[config.mk]
export PLATFORM = sky130hd
export DESIGN_NAME = mem_port_arbiter
export DESIGN_NICKNAME = d
export VERILOG_FILES = /design/src/rtl/mem_arb_pkg.sv /design/src/rtl/mem_port_arbiter.sv
export SDC_FILE = /design/constraint.sdc
export NUM_CORES = 1
export LEC_CHECK = 0
export ABC_AREA = 1
export CAP_MARGIN = 10
export CELL_PAD_IN_SITES_DETAIL_PLACEMENT = 0
export CELL_PAD_IN_SITES_GLOBAL_PLACEMENT = 2
export CORE_MARGIN = 3
export CORE_UTILIZATION = 23
export DETAILED_ROUTE_END_ITERATION = 16
export GPL_TIMING_DRIVEN = 0
export PLACE_DENSITY = 0.91
export SLEW_MARGIN = 20
export SYNTH_ARGS = -nofsm -noshare
export SYNTH_HDL_FRONTEND = slang
export SYNTH_SLANG_ARGS = --single-unit
export TNS_END_PERCENT = 30
[constraint.sdc]
create_clock -name clk -period 2.3 [get_ports clk]
set_clock_uncertainty 0.05 [all_clocks]
set_input_delay 0.575 -clock clk [delete_from_list [all_inputs] [get_ports clk]]
set_output_delay 0.575 -clock clk [all_outputs]
set_load 0.02 [all_outputs]
[src/rtl/mem_arb_pkg.sv]
// Shared definitions for the unified memory port arbiter: FSM states, owner
// tags and access-fault exception codes also consumed by the trap handler.
package mem_arb_pkg;

    typedef enum logic [1:0] {
        ST_IDLE  = 2'd0,
        ST_REQ   = 2'd1,
        ST_WAIT  = 2'd2,
        ST_DRAIN = 2'd3
    } arb_state_e;

    typedef enum logic {
        OWN_FETCH = 1'b0,
        OWN_DATA  = 1'b1
    } owner_e;

    localparam logic [3:0] EXC_INSTR_ACCESS = 4'd1;
    localparam logic [3:0] EXC_LOAD_ACCESS  = 4'd5;
    localparam logic [3:0] EXC_STORE_ACCESS = 4'd7;

    function automatic logic [3:0] access_fault_code(input owner_e owner, input logic we);
        if (owner == OWN_FETCH) return EXC_INSTR_ACCESS;
        return we ? EXC_STORE_ACCESS : EXC_LOAD_ACCESS;
    endfunction

endpackage

[src/rtl/mem_port_arbiter.sv]
// Serialises instruction fetch and data access onto one 64-bit memory port,
// one transaction at a time, with bus-error and timeout fault reporting.
module mem_port_arbiter
    import mem_arb_pkg::*;
#(
    parameter int unsigned TIMEOUT_CYCLES = 64,
    parameter int unsigned CNT_W          = 8
) (
    input  logic        clk,
    input  logic        rst,
    input  logic        if_req,
    input  logic [63:0] if_addr,
    output logic [31:0] if_rdata,
    output logic        if_valid,
    input  logic        d_req,
    input  logic        d_we,
    input  logic [63:0] d_addr,
    input  logic [63:0] d_wdata,
    input  logic [7:0]  d_wstrb,
    output logic [63:0] d_rdata,
    output logic        d_valid,
    output logic        mem_req,
    output logic        mem_we,
    output logic [63:0] mem_addr,
    output logic [63:0] mem_wdata,
    output logic [7:0]  mem_wstrb,
    input  logic        mem_gnt,
    input  logic        mem_rvalid,
    input  logic [63:0] mem_rdata,
    input  logic        mem_err,
    output logic        stall,
    output logic        exc_en,
    output logic [3:0]  exc_code,
    output logic [63:0] exc_val
);

    localparam logic [CNT_W-1:0] CNT_LAST = CNT_W'(TIMEOUT_CYCLES - 1);

    arb_state_e       state, state_nxt;
    logic [CNT_W-1:0] cnt, cnt_nxt;
    owner_e           owner;
    logic [63:0]      lat_addr;
    logic [63:0]      lat_wdata;
    logic             lat_we;
    logic [7:0]       lat_wstrb;

    logic take_d, take_if;
    logic resp_take, timeout_hit, complete, fault;

    // A requester still shows req during its own *_valid cycle; masking it
    // here keeps the same request from being issued twice.
    assign take_d  = d_req & ~d_valid;
    assign take_if = if_req & ~if_valid;

    always_ff @(posedge clk) begin
        if (rst) begin
            state <= ST_IDLE;
            cnt   <= '0;
        end else begin
            // NOTE: sequential state uses non-blocking assignments so every
            // register samples pre-edge values regardless of block ordering.
            state <= state_nxt;
            cnt   <= cnt_nxt;
        end
    end

    always_comb begin
        // NOTE: every variable gets a default first so no path infers a latch.
        state_nxt   = state;
        cnt_nxt     = cnt;
        resp_take   = 1'b0;
        timeout_hit = 1'b0;
        unique case (state)
            ST_IDLE: begin
                cnt_nxt = '0;
                if (take_d || take_if) state_nxt = ST_REQ;
            end
            ST_REQ: begin
                if (mem_gnt) begin
                    cnt_nxt = '0;
                    if (mem_rvalid) begin
                        resp_take = 1'b1;
                        state_nxt = ST_IDLE;
                    end else begin
                        state_nxt = ST_WAIT;
                    end
                end else if (cnt == CNT_LAST) begin
                    timeout_hit = 1'b1;
                    state_nxt   = ST_IDLE;
                end else begin
                    cnt_nxt = cnt + CNT_W'(1);
                end
            end
            ST_WAIT: begin
                if (mem_rvalid) begin
                    resp_take = 1'b1;
                    state_nxt = ST_IDLE;
                end else if (cnt == CNT_LAST) begin
                    timeout_hit = 1'b1;
                    cnt_nxt     = '0;
                    state_nxt   = ST_DRAIN;
                end else begin
                    cnt_nxt = cnt + CNT_W'(1);
                end
            end
            ST_DRAIN: begin
                // The abandoned response may still arrive; swallow it here.
                if (mem_rvalid || cnt == CNT_LAST) begin
                    cnt_nxt   = '0;
                    state_nxt = ST_IDLE;
                end else begin
                    cnt_nxt = cnt + CNT_W'(1);
                end
            end
            default: state_nxt = ST_IDLE;
        endcase
    end

    always_comb begin
        complete  = resp_take | timeout_hit;
        fault     = timeout_hit | (resp_take & mem_err);
        mem_req   = (state == ST_REQ);
        mem_we    = lat_we;
        mem_addr  = {lat_addr[63:3], 3'b000};
        mem_wdata = lat_wdata;
        mem_wstrb = lat_wstrb;
        stall     = (if_req & ~if_valid) | (d_req & ~d_valid);
    end

    always_ff @(posedge clk) begin
        if (rst) begin
            owner     <= OWN_FETCH;
            lat_addr  <= '0;
            lat_wdata <= '0;
            lat_we    <= 1'b0;
            lat_wstrb <= '0;
            if_valid  <= 1'b0;
            if_rdata  <= '0;
            d_valid   <= 1'b0;
            d_rdata   <= '0;
            exc_en    <= 1'b0;
            exc_code  <= '0;
            exc_val   <= '0;
        end else begin
            if_valid <= 1'b0;
            d_valid  <= 1'b0;
            exc_en   <= 1'b0;
            exc_code <= '0;
            exc_val  <= '0;

            if (state == ST_IDLE) begin
                if (take_d) begin
                    owner     <= OWN_DATA;
                    lat_addr  <= d_addr;
                    lat_we    <= d_we;
                    lat_wdata <= d_wdata;
                    lat_wstrb <= d_wstrb;
                end else if (take_if) begin
                    owner     <= OWN_FETCH;
                    lat_addr  <= if_addr;
                    lat_we    <= 1'b0;
                    lat_wdata <= '0;
                    lat_wstrb <= '0;
                end
            end

            if (complete) begin
                if (owner == OWN_FETCH) begin
                    if_valid <= 1'b1;
                    if_rdata <= fault ? 32'd0 :
                                (lat_addr[2] ? mem_rdata[63:32] : mem_rdata[31:0]);
                end else begin
                    d_valid <= 1'b1;
                    d_rdata <= (fault || lat_we) ? 64'd0 : mem_rdata;
                end
                if (fault) begin
                    exc_en   <= 1'b1;
                    exc_code <= access_fault_code(owner, lat_we);
                    exc_val  <= lat_addr;
                end
            end
        end
    end

endmodule

==> flow_metrics.env <==
export IMPL_numCtsBuffers=40
export IMPL_total_leakage_power_nw=8.64
export IMPL_nets=2619
export IMPL_slew_viol_final=0
export IMPL_drc=0
export IMPL_synth_top_family_by_area="simple AND/OR/NAND/NOR gates"
export IMPL_cts_tree="built"
export IMPL_clock_latency_ps=540
export IMPL_synthXorXnorAreaFrac=0.000647
export IMPL_endpoint_kind="output pin"
export IMPL_syn_area_per_cell_um2=7.85
export IMPL_viasPerCell=4.28
export IMPL_setup_slack_ps=40.3
export IMPL_yosys_area_share_simple=0.238
export IMPL_synthCells=1724
export IMPL_syn_area_um2=13500
export IMPL_slowest_stage="clkdlybuf4s50_1"
export IMPL_dp_cells=3064
export IMPL_setup_viol=0
export IMPL_initial_utilization=0.234
export IMPL_min_period_ps=2260
export IMPL_dr_total_vias=13400
export IMPL_cts_num_sinks=314
export IMPL_drt_total_wl_um=58400
export IMPL_preCtsSetupSlack_ps=-914
export IMPL_grt_util_all_layers=0.181
export IMPL_async_flop_share=0
export IMPL_grt_pass1_wl_um=86800
export IMPL_reg2reg_setup_slack_ps=130
export IMPL_detail_route_antenna_nets=0
export IMPL_synth_seq_area_share=0.464
export IMPL_yosysTopAreaCellShare=0.464
export IMPL_gp_congestion=0.880
export IMPL_antenna_found_initial=6
export IMPL_fillers=6066
export IMPL_die_x_um=249
export IMPL_hold_depth=2
export IMPL_path_clk_slew_ps=60
export IMPL_timing_slew_headroom=0.518
export IMPL_power_density_nw_per_um2=923
export IMPL_worst_pin_slew_ps=724
export IMPL_drive_gt1_frac=0.162
export IMPL_hpwlAfterDp_um=46600
export IMPL_syn_to_final_growth_pct=58.9
export IMPL_r2r_end="d_rdata[47]"
export IMPL_drt_iter0_drc=664
export IMPL_holdPathEnd="d_valid"
export IMPL_critPathTopFamily="buffers and inverters"
export IMPL_ys_ff_latch=314
export IMPL_grt_pass1_vias=13800
export IMPL_status="complete, no violations"
export IMPL_ys_warn_count=0
export IMPL_synth_area_leader_cell="dfxtp_1"
export IMPL_finalCritPeriodShare=0.982
export IMPL_worstHoldPathType="primary input to flip-flop"
export IMPL_dr_pass1_iters=5
export IMPL_pin_count=578
export IMPL_r2r_start="state[1]"
export IMPL_synth_area_leaders="dfxtp_1, nand2_1, inv_1, nor2_1, buf_4"
export IMPL_maxCapViolations=0
export IMPL_grt_max_degree=13
export IMPL_die_h_um=249
export IMPL_fmax_ghz=0.443
export IMPL_worstPathArrival_ps=1630
export IMPL_r2r_cells=11
export IMPL_cp_num_buf_inv=3
export IMPL_fin_cells=3135
export IMPL_worstHoldStart="rst"
export IMPL_crit_required_ps=1670
export IMPL_cts_buffer_depth=3
export IMPL_ctsHoldBuffers=0
export IMPL_critPathLaunchType="primary input"
export IMPL_synth_edff_count=0
export IMPL_root_buffer="clkbuf_16"
export IMPL_hold_viol_final=0
export IMPL_synthFlopType="dfxtp_1"
export IMPL_coreArea_um2=57900
export IMPL_grt_ovfl_total=0
export IMPL_yosys_cell_types_count=30
export IMPL_crit_type="primary input to output pin"
export IMPL_io_buffers=572
export IMPL_max_stage_delay_ps=470
export IMPL_wl_per_cell_um=18.6
export IMPL_synth_mux_area_fraction=0.0237
export IMPL_crit_fanout=3
export IMPL_yosys_area_share_adder=0.00554
export IMPL_rows=88
export IMPL_synth_compound_area_frac=0.142
export IMPL_die_area_um2=61800
export IMPL_ir_drop_uv=523
export IMPL_htree_num_levels=2
export IMPL_worstPathCellList="clkdlybuf4s50_1, inv_1, o21ai_2, clkdlybuf4s15_2"
[cells in the final DEF, fill, tap and decap left out, types with 7 or more instances in the layout]
cell             netlist  routed
nand2_2               54      55
a21oi_2               50      51
clkbuf_1              62      66
o21ai_0               66      66
nor2_4                39      39
dfxtp_1              314     313
clkdlybuf4s50_1        0     520
inv_2                  8       8
nor2_1               139     139
buf_2                 36      34
clkbuf_8               0       7
a21oi_1               99      98
inv_1                154     154
nand2_1              398     397
a21boi_0              32      32
nand3_1               76      75
clkbuf_16              0      41
mux2i_1               32      32
buf_4                 69     108
dlygate4sd2_1          0      10
a31oi_1               64      64
[worst max path at each step]
stage,from,to,slack (ps),depth (start not counted)
final,if_req,stall,40,4
after global placement,d_req,lat_addr[44],-840,6
after global routing,state[0],if_rdata[2],-3,11
after CTS,state[1],mem_req,1,3
after floorplan,state[1],d_rdata[52],400,11
after detailed placement,d_req,lat_addr[43],-910,6
[sequential cells by signal, summed over array words and instances, names as in the netlist]
| signal | flops |
|---|---|
| d_rdata | 64 |
| exc_val | 64 |
| lat_addr | 64 |
| mem_wdata | 64 |
| if_rdata | 32 |
| cnt | 8 |
| mem_wstrb | 8 |
| exc_code | 3 |
| state | 2 |
| d_valid | 1 |
| exc_en | 1 |
| if_valid | 1 |
| mem_we | 1 |
| owner | 1 |
[cells by family after synthesis]
group	after synthesis
AO/OA/AOI/OAI	313
XOR/XNOR	1
adder cells (fa/ha/maj)	6
buffers and inverters	345
flip-flops	314
multiplexers	32
other	1
AND/OR/NAND/NOR	712
[cell usage after synthesis, types with 39 or more instances]
library cell and n:
nor2_4 39, dfxtp_1 314, nand2_2 54, a31oi_1 64
o21ai_0 66, nand3_1 76, clkbuf_1 62, buf_4 69
inv_1 154, a21oi_2 50, nand2_1 398, nor2_1 139
a21oi_1 99
[final cells by class]
class                           count  area, um^2  share of cell area
Antenna cell                        2        5.00            0.000233
Buffer                            182        1120              0.0519
Multi-Input combinational cell   1068        5570               0.259
Clock buffer                       56        1150              0.0536
Timing Repair Buffer              572        5620               0.261
Inverter                          163         612              0.0284
Sequential cell                   314        6290               0.292
Tap cell                          765         957              0.0445
Clock inverter                     13         198             0.00919
[per-stage QoR]
step / power [W] / util / area, um^2 / setup TNS (ps) / hold slack, ps
final: 0.0199 / 0.372 / 21500 / 0 / 303
after global routing: 0.0209 / 0.371 / 21500 / -3.24 / 282
after CTS: 0.0202 / 0.372 / 21500 / 0 / 252
after detailed placement: 0.0136 / 0.349 / 20200 / -140420 / 363
after global placement: 0.0136 / 0.349 / 20200 / -129160 / 363
after floorplan: 0.0105 / - / 13600 / 0 / 355
[report_power, final]
| group | total (W) | internal [W] | switching (W) |
|---|---|---|---|
| Combinational | 0.00666 | 0.00277 | 0.00389 |
| Sequential | 0.00666 | 0.00615 | 0.000512 |
| Clock | 0.00654 | 0.00404 | 0.00250 |
[what timing repair did]
action,in CTS,in global routing
pin swaps,0,0
setup endpoints to repair,154,120
resized for setup,41,33
buffers inserted,0,0
[routing by layer]
| metal | part of all wire | GRT usage | vias up |
|---|---|---|---|
| li1 | - | - | 6634 |
| met2 | 0.50 | 0.327 | 473 |
| met5 | 0.00070 | 0 | - |
| met4 | 0.020 | 0.0409 | 6 |
| met3 | 0.075 | 0.0601 | 69 |
| met1 | 0.40 | 0.207 | 6230 |
No activity file was read; power rests on OpenSTA's default activity.
